## src/rtl/systolic_ctrl_pkg.sv

```systemverilog
// Shared types and skew-length helpers for the systolic array sequencer.
package systolic_ctrl_pkg;

    typedef enum logic [1:0] {
        IDLE,
        LOAD_W,
        COMPUTE,
        DONE
    } sysctrl_state_e;

    // Skewed input stream length for nv vectors.
    function automatic int unsigned l_in(input int unsigned nv, input int unsigned row,
                                         input int unsigned col);
        return nv + row + col - 2;
    endfunction

    // Skewed output stream length for nv vectors.
    function automatic int unsigned l_out(input int unsigned nv, input int unsigned col);
        return nv + col - 1;
    endfunction

endpackage

```

## src/rtl/systolic_ctrl.sv

```systemverilog
// Weight-stationary systolic array sequencer: load weights, stream inputs, drain results.
// Optional busy-cycle counter enabled by SYSTOLIC_CTRL_PERF_EN.
module systolic_ctrl
    import systolic_ctrl_pkg::*;
#(
    parameter int unsigned ROW     = 4,
    parameter int unsigned COL     = 4,
    parameter int unsigned MAX_VEC = 64,
    parameter int unsigned VW      = $clog2(MAX_VEC + 1),
    parameter int unsigned AW      = $clog2(MAX_VEC + ROW + COL),
    parameter int unsigned OUT_LAT = 2 * ROW
) (
    input  logic                 clk_i,
    input  logic                 rst_i,
    input  logic                 start_i,
    input  logic [VW-1:0]        num_vec_i,
    input  logic                 ext_en_i,
    output logic                 busy_o,
    output logic                 done_o,
    output logic [ROW*COL-1:0]   ctrl_load_o,
    output logic [ROW*COL-1:0]   ctrl_sum_out_o,
    output logic                 wb_re_o,
    output logic [AW-1:0]        wb_addr_o,
    output logic                 ib_re_o,
    output logic [AW-1:0]        ib_addr_o,
    output logic                 ob_we_o,
    output logic [AW-1:0]        ob_addr_o
`ifdef SYSTOLIC_CTRL_PERF_EN
    ,
    output logic [31:0]          perf_cycles_o
`endif
);

    // Wide enough for the largest COMPUTE count so cnt never wraps.
    localparam int unsigned CW = $clog2(OUT_LAT + MAX_VEC + COL + 1);
    localparam logic [VW-1:0] MAX_NV = VW'(MAX_VEC);

    sysctrl_state_e state_q, state_d;
    logic [CW-1:0]  cnt_q, cnt_d;
    logic [VW-1:0]  nv_q, nv_d;
    logic           cnt_clr;
    logic           job_start;
    logic [VW-1:0]  nv_clamped;
    logic [CW-1:0]  l_in_c;
    logic [CW-1:0]  last_cnt;

    assign nv_clamped = (num_vec_i > MAX_NV) ? MAX_NV : num_vec_i;
    assign job_start  = (state_q == IDLE) && start_i && !ext_en_i;
    assign l_in_c     = CW'(l_in(32'(nv_q), ROW, COL));
    assign last_cnt   = CW'(OUT_LAT + l_out(32'(nv_q), COL) - 1);

    always_comb begin
        state_d = state_q;
        nv_d    = nv_q;
        cnt_clr = 1'b0;
        unique case (state_q)
            IDLE: begin
                if (job_start) begin
                    nv_d    = nv_clamped;
                    state_d = (nv_clamped == '0) ? DONE : LOAD_W;
                    cnt_clr = 1'b1;
                end
            end
            LOAD_W: begin
                if (cnt_q == CW'(ROW)) begin
                    state_d = COMPUTE;
                    cnt_clr = 1'b1;
                end
            end
            COMPUTE: begin
                if (cnt_q == last_cnt) begin
                    state_d = DONE;
                    cnt_clr = 1'b1;
                end
            end
            DONE: begin
                state_d = IDLE;
                cnt_clr = 1'b1;
            end
            default: begin
                state_d = IDLE;
                cnt_clr = 1'b1;
            end
        endcase
    end

    assign cnt_d = (cnt_clr || state_q == IDLE) ? '0 : cnt_q + 1'b1;

    always_ff @(posedge clk_i) begin
        if (rst_i) begin
            state_q <= IDLE;
            cnt_q   <= '0;
            nv_q    <= '0;
        end else begin
            state_q <= state_d;
            cnt_q   <= cnt_d;
            nv_q    <= nv_d;
        end
    end

    always_comb begin
        busy_o         = (state_q != IDLE);
        done_o         = 1'b0;
        ctrl_load_o    = '0;
        ctrl_sum_out_o = '0;
        wb_re_o        = 1'b0;
        wb_addr_o      = '0;
        ib_re_o        = 1'b0;
        ib_addr_o      = '0;
        ob_we_o        = 1'b0;
        ob_addr_o      = '0;
        unique case (state_q)
            LOAD_W: begin
                // Reverse order so weight row 0 settles in the top array row.
                if (cnt_q < CW'(ROW)) begin
                    wb_re_o   = 1'b1;
                    wb_addr_o = AW'(ROW - 1) - AW'(cnt_q);
                end
                if (cnt_q != '0) begin
                    ctrl_load_o = '1;
                end
            end
            COMPUTE: begin
                ctrl_sum_out_o = '1;
                if (cnt_q < l_in_c) begin
                    ib_re_o   = 1'b1;
                    ib_addr_o = AW'(cnt_q);
                end
                if (cnt_q >= CW'(OUT_LAT)) begin
                    ob_we_o   = 1'b1;
                    ob_addr_o = AW'(cnt_q - CW'(OUT_LAT));
                end
            end
            DONE: begin
                done_o = 1'b1;
            end
            default: ;
        endcase
    end

`ifdef SYSTOLIC_CTRL_PERF_EN
    logic [31:0] perf_q;

    always_ff @(posedge clk_i) begin
        if (rst_i) begin
            perf_q <= '0;
        end else if (job_start) begin
            perf_q <= '0;
        end else if (busy_o && perf_q != 32'hFFFF_FFFF) begin
            perf_q <= perf_q + 32'd1;
        end
    end

    assign perf_cycles_o = perf_q;
`else
    // Perf counter not built.
`endif

endmodule
```

## config.mk

```make
export PLATFORM = sky130hd
export DESIGN_NAME = systolic_ctrl
export DESIGN_NICKNAME = d
export VERILOG_FILES = /design/src/rtl/systolic_ctrl_pkg.sv /design/src/rtl/systolic_ctrl.sv
export SDC_FILE = /design/constraint.sdc
export NUM_CORES = 1
export LEC_CHECK = 0
export CAP_MARGIN = 40
export CORE_MARGIN = 2
export CORE_UTILIZATION = 36
export DETAILED_ROUTE_END_ITERATION = 8
export GPL_TIMING_DRIVEN = 0
export PLACE_DENSITY_LB_ADDON = 0.25
export RECOVER_POWER = 50
export SETUP_SLACK_MARGIN = 0.1
export SYNTH_ARGS = -nofsm -noshare
export SYNTH_HDL_FRONTEND = slang
export SYNTH_SLANG_ARGS = --single-unit
```

## constraint.sdc

```tcl
create_clock -name clk_i -period 7.7 [get_ports clk_i]
set_input_delay 1.155 -clock clk_i [delete_from_list [all_inputs] [get_ports clk_i]]
set_output_delay 1.155 -clock clk_i [all_outputs]
set_load 0.05 [all_outputs]
```

Yosys cells after proc, flatten, opt, wreduce, memory -nomap -nowiden
Cells that the tools add are included.

cells by class
  add/sub/neg operators = 9
  multipliers = 0
  div/mod/pow operators = 0
  $lt $le $gt $ge = 4
  equal/unequal tests = 8
  shift-type cells = 0
  mux-type cells = 26
  bitwise operators = 0
  reductions and logical operators = 11

operators with widths
  cell                   number
  $mux W7                7
  $mux W16               3
  $add A7 B3 Y7 const B  2
  $sub A7 B2 Y7 const B  2
  $mux W1                10
  $mux W2                4
  $pmux W2 S4            1
  $add A5 B7 Y7 const A  1
  $add A7 B1 Y7 const B  1
  $eq A7 B3 Y1 const B   1
  $eq A7 B7 Y1           1
  $ge A7 B4 Y1 const B   1
  $gt A7 B7 Y1 const B   1
  $logic_not A7 Y1       1
  $lt A7 B3 Y1 const B   1
  $lt A7 B7 Y1           1
  $reduce_bool A7 Y1     1
  $sub A2 B7 Y7 const A  1
  $sub A7 B1 Y7 const B  1
  $sub A7 B4 Y7 const B  1
  $ne A2 B2 Y1 const B   3
  $eq A2 B2 Y1 const B   2
  $pmux W1 S4            1
  $reduce_and A3 Y1      1
  other kinds (8)        9

storage, ports and cells
  register bits after elaboration = 16
  bits in latches = 0
  bits in writable memories = 0
  ROM bits = 0
  input bits = 11
  output and inout port bits = 58
  word-level logic and storage cells = 61
  memories kept = 0

Longest topological paths before layout
  depth after elaboration = 9
  depth in mapped cells = 10

Least setup slack after synthesis
OpenSTA, ideal clock, no wires.

  path type = register -> output
  start point = register nv_q[2]
  end point = output port ib_addr_o[5]
  arrival time = 3.155 ns
  data required time = 6.545 ns
  path slack = 3.390 ns
  cell stages (with the launch flop) = 10
  path through = dfxtp_1 -> inv_1 -> ha_1 -> nor3b_1 -> xnor2_1 -> a21oi_1 -> xor2_1 -> ha_1 -> a211o_1 -> nor3b_1

on the way
  longest elaborated chain between the ends = 6

RTL lines
  item                         line                     text
  from (decl)                  systolic_ctrl.sv:40      logic [VW-1:0] nv_q, nv_d;
  from (signal assigned)       systolic_ctrl.sv:97      nv_q <= nv_d;
  $add A7 B3 Y7 (2 in series)  systolic_ctrl_pkg.sv:14  return nv + row + col - 2;
  $sub A7 B2 Y7                systolic_ctrl_pkg.sv:14
  $lt A7 B7 Y1                 systolic_ctrl.sv:125     if (cnt_q < l_in_c) begin
  $mux W7                      systolic_ctrl.sv:125
  $mux W7                      systolic_ctrl.sv:112     unique case (state_q)
  to (decl)                    systolic_ctrl.sv:25      output logic [AW-1:0] ib_addr_o,

No other way between the ends.

Worst setup path in the final report
  start point = register nv_q[2]
  end point = output port ib_addr_o[6]

The elaborated chain is that of the path after synthesis.

==> results_dict.tcl <==
set metrics [dict create \
    status "finished clean" \
    min_period_over_period_pct 60.8 \
    clock_path_buffers 2 \
    ios 69 \
    area_growth_pct 44.9 \
    drtAntennaViolNets 0 \
    final_cell_mix "45 x clkdlybuf4s50_1, 32 x buf_4, 31 x nor2_1" \
    vias 1727 \
    pre_cts_slack_ns 3.28 \
    cts_hold_buf 0 \
    synthXorXnorAreaFrac_pct 11.8 \
    yosys_warnings 0 \
    start_kind "register" \
    initial_utilization_pct 38.0 \
    grt_overflow 0 \
    finClkSkew_ns 0.00261 \
    first_global_vias 1470 \
    post_cts_resized 0 \
    p_leak_uw 0.00115 \
    antenna_found_initial 0 \
    wire_per_inst_microns 11.5 \
    drtIter0Drc 38 \
    setup_violations 0 \
    die-width_microns 75.1 \
    cp_top_family "buffers and inverters" \
    dr.pass1.iters 6 \
    drc 0 \
    worstSetupPathType "register to primary output" \
    grtUsageTotal_pct 15.6 \
    worstMarginPinSlew_ns 0.611 \
    fillers 480 \
    synth_cell_types 42 \
    ys_seq_area_share_pct 17.6 \
    die-area_sq_um 5630 \
    cp-startpoint "nv_q[2]" \
    holdCritStartpoint "nv_q[0]" \
    finalNetCount 340 \
    r2r_start "nv_q[2]" \
    finalSetupTns_ns 0 \
    wl_microns 4260 \
    finalWorstSetupSlack_ns 3.02 \
    reg2reg_depth 8 \
    routed_via_density 4.67 \
    drive_above_1_share_pct 13.9 \
    rows 25 \
    cp.depth 11 \
    crit_path_max_fanout 8 \
    required_ns 6.55 \
    root_buffer "clkbuf_8" \
    clkSlewWorstSetupHoldPaths_ns 0.06 \
    layout_commonest_cell "clkdlybuf4s50_1" \
    cp_slowest_cell "clkdlybuf4s50_1" \
    post_cts_buffers 0 \
    fin_crit_ns 4.68 \
    clock_sinks 16 \
    worst_skew_pair.late_latency_ns 0.25 \
    yosys_register_bits 16 \
    critPathMaxStageDelay_ns 0.73 \
    synth_top_family_by_area "simple AND/OR/NAND/NOR gates" \
    grt_first_pass_wirelength_microns 6950 \
    cts_max_level 1 \
    core-area_sq_um 4790 \
    worstPathArrival_ns 3.53 \
    hold_class "register to register" \
    grt_max_degree 20 \
    syn_area_sq_um 1820 \
    dieHeight_microns 75.1 \
    dp_hpwl_microns 3420 \
    path_buf_inv 2 \
    maxCapViolations 0 \
    cp-end-kind "primary output" \
    synthMuxAreaShare_pct 1.17 \
    cts_tree "built" \
    hold_viol_final 0 \
    slew-limit-headroom_pct 58.7 \
    max_freq_ghz 0.214 \
    cp_cell_sequence "inv_1 > ha_1 > nor3b_1 > xnor2_1 > a21oi_1 > xor2_1 > ha_1 > nand2_1 > a21oi_1 > nor3b_1 > clkdlybuf4s50_1" \
    numCtsBuffers 3 \
    synth_compound_area_share_pct 10.7 \
    synthCells 231 \
    portBuffers 67 \
    powerDensity_nw_per_um2 148 \
    final_util_pct 55.1 \
    peakVddDrop_mv 0.137 \
    finalWeightedCongestion 0.859 \
    avgSynthCellArea_sq_um 7.87 \
    synthAdderAreaFrac_pct 17.2 \
    synthSimpleGateAreaFrac_pct 21.7 \
    min_path_cells 2 \
    rsz0062_at_grt "false" \
    slew_violations 0 \
    diodes 0 \
    synth_fp_nets 267 \
]
-- worst register-to-register path, cell delays in order, from the launching register on --
cell and delay [ns]:
dfxtp_1 0.48, inv_1 0.11, ha_1 0.38, and2_0 0.18, o21ai_0 0.13, and3_1 0.18
o2111ai_1 0.17, a222oi_1 0.43, mux2_1 0.36
-- cell usage after synthesis (all sizes together) --
cell,number,area [sq um]
xnor3,1,22.5
a41oi,1,8.76
or3,1,6.26
nor4b,2,17.5
and3,1,6.26
inv,20,75.1
and4,1,8.76
xnor2,11,123
a211o,2,18.8
a31oi,2,12.5
mux2,1,11.3
o2111ai,1,8.76
nor3b,9,67.6
a311oi,1,8.76
nand3b,2,15.0
nor2,31,116
and2,2,12.5
a222oi,1,10.0
a221oi,1,8.76
mux2i,1,10.0
dfxtp,16,320
nor3,8,40.0
nand2,9,33.8
o22ai,1,6.26
o21ai,4,20.0
nor2b,1,6.26
o21a,3,22.5
buf,33,249
clkbuf,7,36.3
nand4,3,18.8
nor4,4,25.0
xor2,8,70.1
nand3,4,20.0
o221ai,1,8.76
a21oi,12,60.1
ha,25,313
-- sequential cells by signal, indices dropped and copies added (netlist names) --
signal and flops:
state_q 2, cnt_q 7, nv_q 7
-- cell families (layout without fill, tap and decap cells) --
family / count (synthesis) / in the layout
buffers and inverters: 60 / 132
AND/OR/NAND/NOR: 78 / 78
XOR/XNOR: 20 / 20
adder cells (fa/ha/maj): 25 / 25
flip-flops: 16 / 16
AO/OA/AOI/OAI: 30 / 30
multiplexers: 2 / 2
-- stage by stage --
step | power [uW] | instance area [sq um] | hold slack, ns | instances
floorplan | 257 | 1820 | 0.461 | 231
global placement | 320 | 2570 | 0.483 | 365
detailed placement | 322 | 2580 | 0.497 | 366
CTS | 397 | 2640 | 0.514 | 370
global route | 412 | 2640 | 0.535 | 370
finish | 390 | 2640 | 0.506 | 370
-- final cells by class --
class | count | area [sq um] | share of cell area (%)
tap | 67 | 83.8 | 3.18
buffer | 40 | 285 | 10.8
multi-input combinational | 155 | 1140 | 43.2
sequential | 16 | 320 | 12.2
clock buffer | 4 | 55.1 | 2.09
inverter | 20 | 75.1 | 2.85
timing repair buffer | 68 | 678 | 25.7
-- worst paths after layout --
check                 end  slack [ns]
max          ib_addr_o[6]        3.02
min               nv_q[0]        0.51
max reg2reg    state_q[1]        5.17
min reg2reg       nv_q[0]        0.51
-- power by group --
group	total, uW	leakage (uW)	internal [uW]	switching, uW
Sequential	98.1	0.000130	89.3	8.84
Combinational	218	0.000993	79.1	139
Clock	73.6	0.0000288	45.3	28.3
-- per-layer routing --
metal | track usage [%] | vias up | wire [microns]
met2 | 26.5 | 53 | 1950
met3 | 3.61 | 0 | 266
met5 | 0 | - | 0
met4 | 1.19 | 0 | 0
li1 | - | 899 | -
met1 | 20.9 | 775 | 2040
No activity file was read; power rests on OpenSTA's default activity.
